===== src/rtl/lsb_data_port.sv =====
// lsb_data_port: data-side memory responder for the load/store buffer.
// Splits B/H/W requests into byte-serial bus accesses; extends loads.
module lsb_data_port #(
    parameter logic [1:0] IO_ADDR_HI = 2'b11
) (
    input  logic        clk_in,
    input  logic        rst_in,
    input  logic        rdy_in,
    input  logic        rob_clear,
    input  logic        need_data,
    input  logic        is_write,
    input  logic [31:0] data_addr,
    input  logic [31:0] data_in,
    input  logic [2:0]  work_type,
    output logic        data_handle,
    output logic        data_ready,
    output logic [31:0] data_out,
    input  logic        mem_gnt,
    output logic        mem_req,
    input  logic [7:0]  mem_din,
    output logic [7:0]  mem_dout,
    output logic [31:0] mem_a,
    output logic        mem_wr,
    input  logic        io_buffer_full
);

    typedef enum logic [1:0] {
        S_IDLE  = 2'd0,
        S_LOAD  = 2'd1,
        S_STORE = 2'd2
    } state_t;

    state_t      state_q, state_d;
    logic [31:0] addr_q, addr_d;
    logic [31:0] wdata_q, wdata_d;
    logic [2:0]  type_q, type_d;
    logic [2:0]  n_q, n_d;
    logic [2:0]  k_q, k_d;
    logic [2:0]  c_q, c_d;
    logic [31:0] word_q, word_d;
    logic        pend_q, pend_d;
    logic        ready_q, ready_d;
    logic [31:0] dout_q, dout_d;

    logic        accept;
    logic        io_stall;
    logic        wr_fire;
    logic        rd_fire;
    logic        k_last;
    logic        c_last;
    logic [31:0] addr_k;
    logic [7:0]  wr_byte;
    logic [31:0] word_cap;

    // Bytes per access: B/BU = 1, H/HU = 2, W = 4.
    function automatic logic [2:0] size_of(input logic [1:0] sz);
        logic [2:0] r;
        case (sz)
            2'b00:   r = 3'd1;
            2'b01:   r = 3'd2;
            default: r = 3'd4;
        endcase
        return r;
    endfunction

    function automatic logic [7:0] sel_byte(
        input logic [31:0] w,
        input logic [1:0]  idx
    );
        logic [7:0] r;
        case (idx)
            2'd0:    r = w[7:0];
            2'd1:    r = w[15:8];
            2'd2:    r = w[23:16];
            default: r = w[31:24];
        endcase
        return r;
    endfunction

    function automatic logic [31:0] put_byte(
        input logic [31:0] w,
        input logic [1:0]  idx,
        input logic [7:0]  b
    );
        logic [31:0] r;
        r = w;
        case (idx)
            2'd0:    r[7:0]   = b;
            2'd1:    r[15:8]  = b;
            2'd2:    r[23:16] = b;
            default: r[31:24] = b;
        endcase
        return r;
    endfunction

    // Sign/zero extension selected by func3.
    function automatic logic [31:0] extend(
        input logic [2:0]  t,
        input logic [31:0] w
    );
        logic [31:0] r;
        case (t)
            3'b000:  r = {{24{w[7]}}, w[7:0]};
            3'b001:  r = {{16{w[15]}}, w[15:0]};
            3'b100:  r = {24'd0, w[7:0]};
            3'b101:  r = {16'd0, w[15:0]};
            default: r = w;
        endcase
        return r;
    endfunction

    assign accept = rdy_in && (state_q == S_IDLE)
                  && need_data && !rob_clear;

    assign io_stall = (addr_q[17:16] == IO_ADDR_HI)
                    && io_buffer_full;

    assign wr_fire = rdy_in && (state_q == S_STORE)
                   && mem_gnt && !io_stall;

    assign rd_fire = rdy_in && (state_q == S_LOAD)
                   && (k_q < n_q) && mem_gnt;

    assign k_last   = (k_q == n_q - 3'd1);
    assign c_last   = (c_q == n_q - 3'd1);
    assign addr_k   = addr_q + {29'd0, k_q};
    assign wr_byte  = sel_byte(wdata_q, k_q[1:0]);
    assign word_cap = put_byte(word_q, c_q[1:0], mem_din);

    assign data_handle = accept;
    assign data_ready  = ready_q;
    assign data_out    = dout_q;
    assign mem_req     = (state_q != S_IDLE);
    assign mem_wr      = wr_fire;
    assign mem_a       = (wr_fire || rd_fire) ? addr_k : 32'd0;
    assign mem_dout    = wr_fire ? wr_byte : 8'd0;

    // Next-state logic: accept, byte-serial store, issue/capture load.
    always_comb begin
        state_d = state_q;
        addr_d  = addr_q;
        wdata_d = wdata_q;
        type_d  = type_q;
        n_d     = n_q;
        k_d     = k_q;
        c_d     = c_q;
        word_d  = word_q;
        pend_d  = pend_q;
        ready_d = 1'b0;
        dout_d  = dout_q;

        unique case (state_q)
            S_IDLE: begin
                if (accept) begin
                    addr_d  = data_addr;
                    wdata_d = data_in;
                    type_d  = work_type;
                    n_d     = size_of(work_type[1:0]);
                    k_d     = 3'd0;
                    c_d     = 3'd0;
                    word_d  = 32'd0;
                    pend_d  = 1'b0;
                    state_d = is_write ? S_STORE : S_LOAD;
                end
            end

            // Stores already retired upstream, so a flush never stops them.
            S_STORE: begin
                if (wr_fire) begin
                    k_d = k_q + 3'd1;
                    if (k_last) begin
                        state_d = S_IDLE;
                    end
                end
            end

            // Capture trails issue by one cycle; grant loss only stalls issue.
            S_LOAD: begin
                if (rob_clear) begin
                    state_d = S_IDLE;
                    pend_d  = 1'b0;
                end else begin
                    pend_d = rd_fire;
                    if (rd_fire) begin
                        k_d = k_q + 3'd1;
                    end
                    if (pend_q) begin
                        word_d = word_cap;
                        c_d    = c_q + 3'd1;
                        if (c_last) begin
                            ready_d = 1'b1;
                            dout_d  = extend(type_q, word_cap);
                            state_d = S_IDLE;
                        end
                    end
                end
            end

            default: begin
                state_d = S_IDLE;
                pend_d  = 1'b0;
            end
        endcase
    end

    // State registers; rdy_in low freezes everything.
    always_ff @(posedge clk_in or posedge rst_in) begin
        if (rst_in) begin
            state_q <= S_IDLE;
            addr_q  <= 32'd0;
            wdata_q <= 32'd0;
            type_q  <= 3'd0;
            n_q     <= 3'd0;
            k_q     <= 3'd0;
            c_q     <= 3'd0;
            word_q  <= 32'd0;
            pend_q  <= 1'b0;
            ready_q <= 1'b0;
            dout_q  <= 32'd0;
        end else if (rdy_in) begin
            state_q <= state_d;
            addr_q  <= addr_d;
            wdata_q <= wdata_d;
            type_q  <= type_d;
            n_q     <= n_d;
            k_q     <= k_d;
            c_q     <= c_d;
            word_q  <= word_d;
            pend_q  <= pend_d;
            ready_q <= ready_d;
            dout_q  <= dout_d;
        end
    end

endmodule


===== config.mk =====
export PLATFORM = sky130hd
export DESIGN_NAME = lsb_data_port
export DESIGN_NICKNAME = d
export VERILOG_FILES = /design/src/rtl/lsb_data_port.sv
export SDC_FILE = /design/constraint.sdc
export NUM_CORES = 1
export LEC_CHECK = 0
export ABC_AREA = 1
export BUFFER_PORTS_ARGS = -buffer_cell sky130_fd_sc_hd__buf_2
export CAP_MARGIN = 20
export CELL_PAD_IN_SITES_DETAIL_PLACEMENT = 1
export CELL_PAD_IN_SITES_GLOBAL_PLACEMENT = 1
export CORE_MARGIN = 10
export CORE_UTILIZATION = 40
export DETAILED_ROUTE_END_ITERATION = 8
export PLACE_DENSITY_LB_ADDON = 0.1
export SLEW_MARGIN = 5
export SYNTH_ARGS = -nofsm -noshare
export SYNTH_HDL_FRONTEND = slang
export SYNTH_SLANG_ARGS = --single-unit
export TNS_END_PERCENT = 10

===== constraint.sdc =====
create_clock -name clk_in -period 5.51 [get_ports clk_in]
set_clock_uncertainty 0.05 [all_clocks]
set_input_delay 0.2755 -clock clk_in [delete_from_list [all_inputs] [get_ports clk_in]]
set_output_delay 0.2755 -clock clk_in [all_outputs]
set_load 0.05 [all_outputs]

==> run metrics <==
minimum period implied by the final worst setup slack 3240 ps; CTS H-Tree Depth 4; grt total ovfl 0; total half-perimeter wirelength after legalization and detailed placement 18000 um; Highest Clock Rate between 300 and 400 MHz; commonest register cell after synthesis sky130_fd_sc_hd__dfrtp_1; die span in x 160 um; final core utilization 49.5%; CTS Buffer Depth 2; root cell of the clock tree sky130_fd_sc_hd__clkbuf_16; vias after detailed routing 7359; hold slack -52.0 ps; IR Drop Worst-Case VDD 266 uV; net count of the mapped netlist between 1000 and 1500; total negative setup slack 0 ps; critical setup path kind reg2out; Least-Margin Pin Slew 948 ps; initial DRC count between 400 and 500; num ports 159; initial antenna violation count 0; largest net degree at the start of global routing 99; failing checks negative hold slack; pins over their slew limit 0; met1 capacity usage during global routing between 20% and 30%; via count of the first global-routing pass 8014; mean number of vias per cell 4.90; Final #Nets 1326; asr flop ratio synth between 90% and 100%; TritonCTS clock tree done; starting density of the core 40.7%; num rows 51; Synth-to-Final Area Change 21.9%; ratio of final minimum period to clock period 58.8%; clock-pin slew of the registers on the worst-case setup and hold paths 70 ps; share of the yosys chip area belonging to registers 45.7%; y dimension of the die ~160 um; max-cap violations 0; Slew Limit Headroom 36.8%; met3 Usage GRT 4.29%; Skew-Pair Late Insertion Delay 420 ps; Leak Pwr 4.81 nW; drt pass-1 iters 4; mean instance size in the synthesized netlist 7.41 um^2; final antenna diode count 0; setup repair after global routing missed its margin false; floorplan core area about 19000 um^2; cells after synthesis 1064; layer with the highest usage after global routing met2; EDFF count, synth 0; met2 track utilization from global routing 32.5%; number of buffers added by the clock tree synthesis step 17; share of post-route cells with drive strength above 1 between 10% and 20%; Port Buffer Count ~160; area of the mapped netlist 7890 um^2; overall power after layout 4.49 mW; outcome finished, violations left; number of warning messages in the yosys log 0; worst endpoint data arrival time 2910 ps; wirelength, routed 24500 um; number of buffers added for setup after CTS 0; required time of the worst setup path 5180 ps; die outline area 25700 um^2; global placement routability congestion 0.854; worst min-delay path class in2async; global router's overall resource usage 19.4%; Seq cells post-synth 144; setup violation total in the final timing report 0; number of distinct library cells after synthesis 33; Clock Sinks 144; first-pass GRT wire length around 40000 um; startpoint kind of the worst setup timing path flip-flop; number of nets still failing antenna checks after routing 0; hold violation total from the final report 12; PwrDens 467 nW/um^2; routed wirelength normalized by instance count 16.3 um; largest driver fanout on the critical path 45; post-detailed-route DRC marker count 0; Critical Path End Type output pin
==> final cells by class <==
| class | instances | area (um^2) |
|---|---|---|
| Fill cell | 2550 | 9790 |
| Multi-Input combinational cell | 794 | 3680 |
| Sequential cell | 144 | 3600 |
| Timing Repair Buffer | 186 | 1060 |
| Clock buffer | 18 | 439 |
| Tap cell | 265 | 332 |
| Inverter | 81 | 312 |
| Clock inverter | 14 | 180 |
==> Yosys cell counts (4+ instances only) <==
library cell,count,area [um^2]
sky130_fd_sc_hd__a21oi_1,58,290
sky130_fd_sc_hd__a31oi_1,9,56.3
sky130_fd_sc_hd__buf_2,13,65.1
sky130_fd_sc_hd__buf_4,6,45.0
sky130_fd_sc_hd__buf_6,11,124
sky130_fd_sc_hd__clkbuf_1,10,37.5
sky130_fd_sc_hd__dfrtp_1,144,3600
sky130_fd_sc_hd__ha_1,18,225
sky130_fd_sc_hd__inv_1,78,293
sky130_fd_sc_hd__nand2_1,409,1540
sky130_fd_sc_hd__nand3_1,28,140
sky130_fd_sc_hd__nand4_1,4,25.0
sky130_fd_sc_hd__nor2_1,108,405
sky130_fd_sc_hd__nor2_2,5,31.3
sky130_fd_sc_hd__nor3_1,7,35.0
sky130_fd_sc_hd__o21ai_0,86,430
sky130_fd_sc_hd__o21ai_1,14,70.1
sky130_fd_sc_hd__o21ai_2,24,210
sky130_fd_sc_hd__xnor2_1,4,35.0
sky130_fd_sc_hd__xor2_1,4,35.0
==> per-stage QoR <==
step | hold slack, ps | cells | area [um^2] | worst slack, ps
2_1_floorplan | 309 | 1064 | 7890 | 1320
5_1_grt | 0.774 | 1502 | 9610 | 1960
3_5_place_dp | 414 | 1446 | 8750 | 2400
3_3_place_gp | 411 | 1446 | 8750 | 2450
4_1_cts | 0.489 | 1502 | 9610 | 2210
6_report | -52.0 | 1502 | 9610 | 2270
==> critical path, cell delays in order, from the launching register on <==
cell and delay, ps:
sky130_fd_sc_hd__dfrtp_1 410, sky130_fd_sc_hd__inv_1 90, sky130_fd_sc_hd__ha_1 230, sky130_fd_sc_hd__nand2_1 70
sky130_fd_sc_hd__inv_1 60, sky130_fd_sc_hd__nand2_2 500, sky130_fd_sc_hd__inv_2 730, sky130_fd_sc_hd__buf_2 380
==> report_power, final <==
| group | internal [mW] | switching (mW) | leakage [nW] | total (mW) |
|---|---|---|---|---|
| combinational | 0.490 | 1.10 | 2.62 | 1.59 |
| sequential | 1.39 | 0.293 | 1.90 | 1.68 |
| clock | 0.733 | 0.490 | 0.297 | 1.22 |
| total | 2.61 | 1.88 | 4.81 | 4.49 |
==> kinds of logic after synthesis <==
| logic type | share of synthesized area (%) |
|---|---|
| adders and majority gates | 3.11 |
| AOI/OAI and AO/OA | 14.0 |
| DFF | 45.7 |
| xor gates and xnor gates | 0.888 |
| buffers and inverters | 7.60 |
| and+or+nand+nor | 28.7 |
==> metal layers <==
metal | share of wire, % | wire length (um)
met1 | 46 | 11200
met2 | 49 | 12000
met3 | 4.2 | 1020
met4 | 1.3 | 318
met5 | 0 | 0
==> path summary, 6_finish.rpt <==
check                                to           from  cells past startpoint  slack [ps]
setup / recovery            data_handle     state_q[1]                      7        2270
hold / removal             data_out[11]         rst_in                      2         -50
setup reg to reg             addr_q[11]     state_q[1]                      9        2450
hold reg to reg            data_out[23]   data_out[23]                      2         430
max in group asynchronous   wdata_q[26]         rst_in                      3        4150
min in group clk_in          addr_q[31]  data_addr[31]                      3          10
==> sequential cells by signal, indices dropped and copies added, names as in the netlist, 2 cells and up <==
name / count
n_q: 3
state_q: 2
type_q: 3
k_q: 3
c_q: 3
wdata_q: 32
addr_q: 32
data_out: 32
word_q: 32
==> timing repair <==
item                                   4_1_cts  5_1_grt
endpoints found under the hold margin       24        0
hold buffers                                24        0
resized for setup                            0        0
==> cells in the final DEF (no fill, tap or decap), drive strengths merged, types with 8 or more instances in the layout <==
cell / synthesis / routed
nand2: 415 / 415
buf: 33 / 162
dfrtp: 144 / 144
o21ai: 124 / 124
nor2: 114 / 114
inv: 81 / 85
a21oi: 59 / 59
nand3: 28 / 28
dlygate4sd3: 0 / 24
ha: 18 / 18
clkbuf: 12 / 18
a31oi: 9 / 9
nor3: 8 / 8
Power figures use the tool's default switching activity.
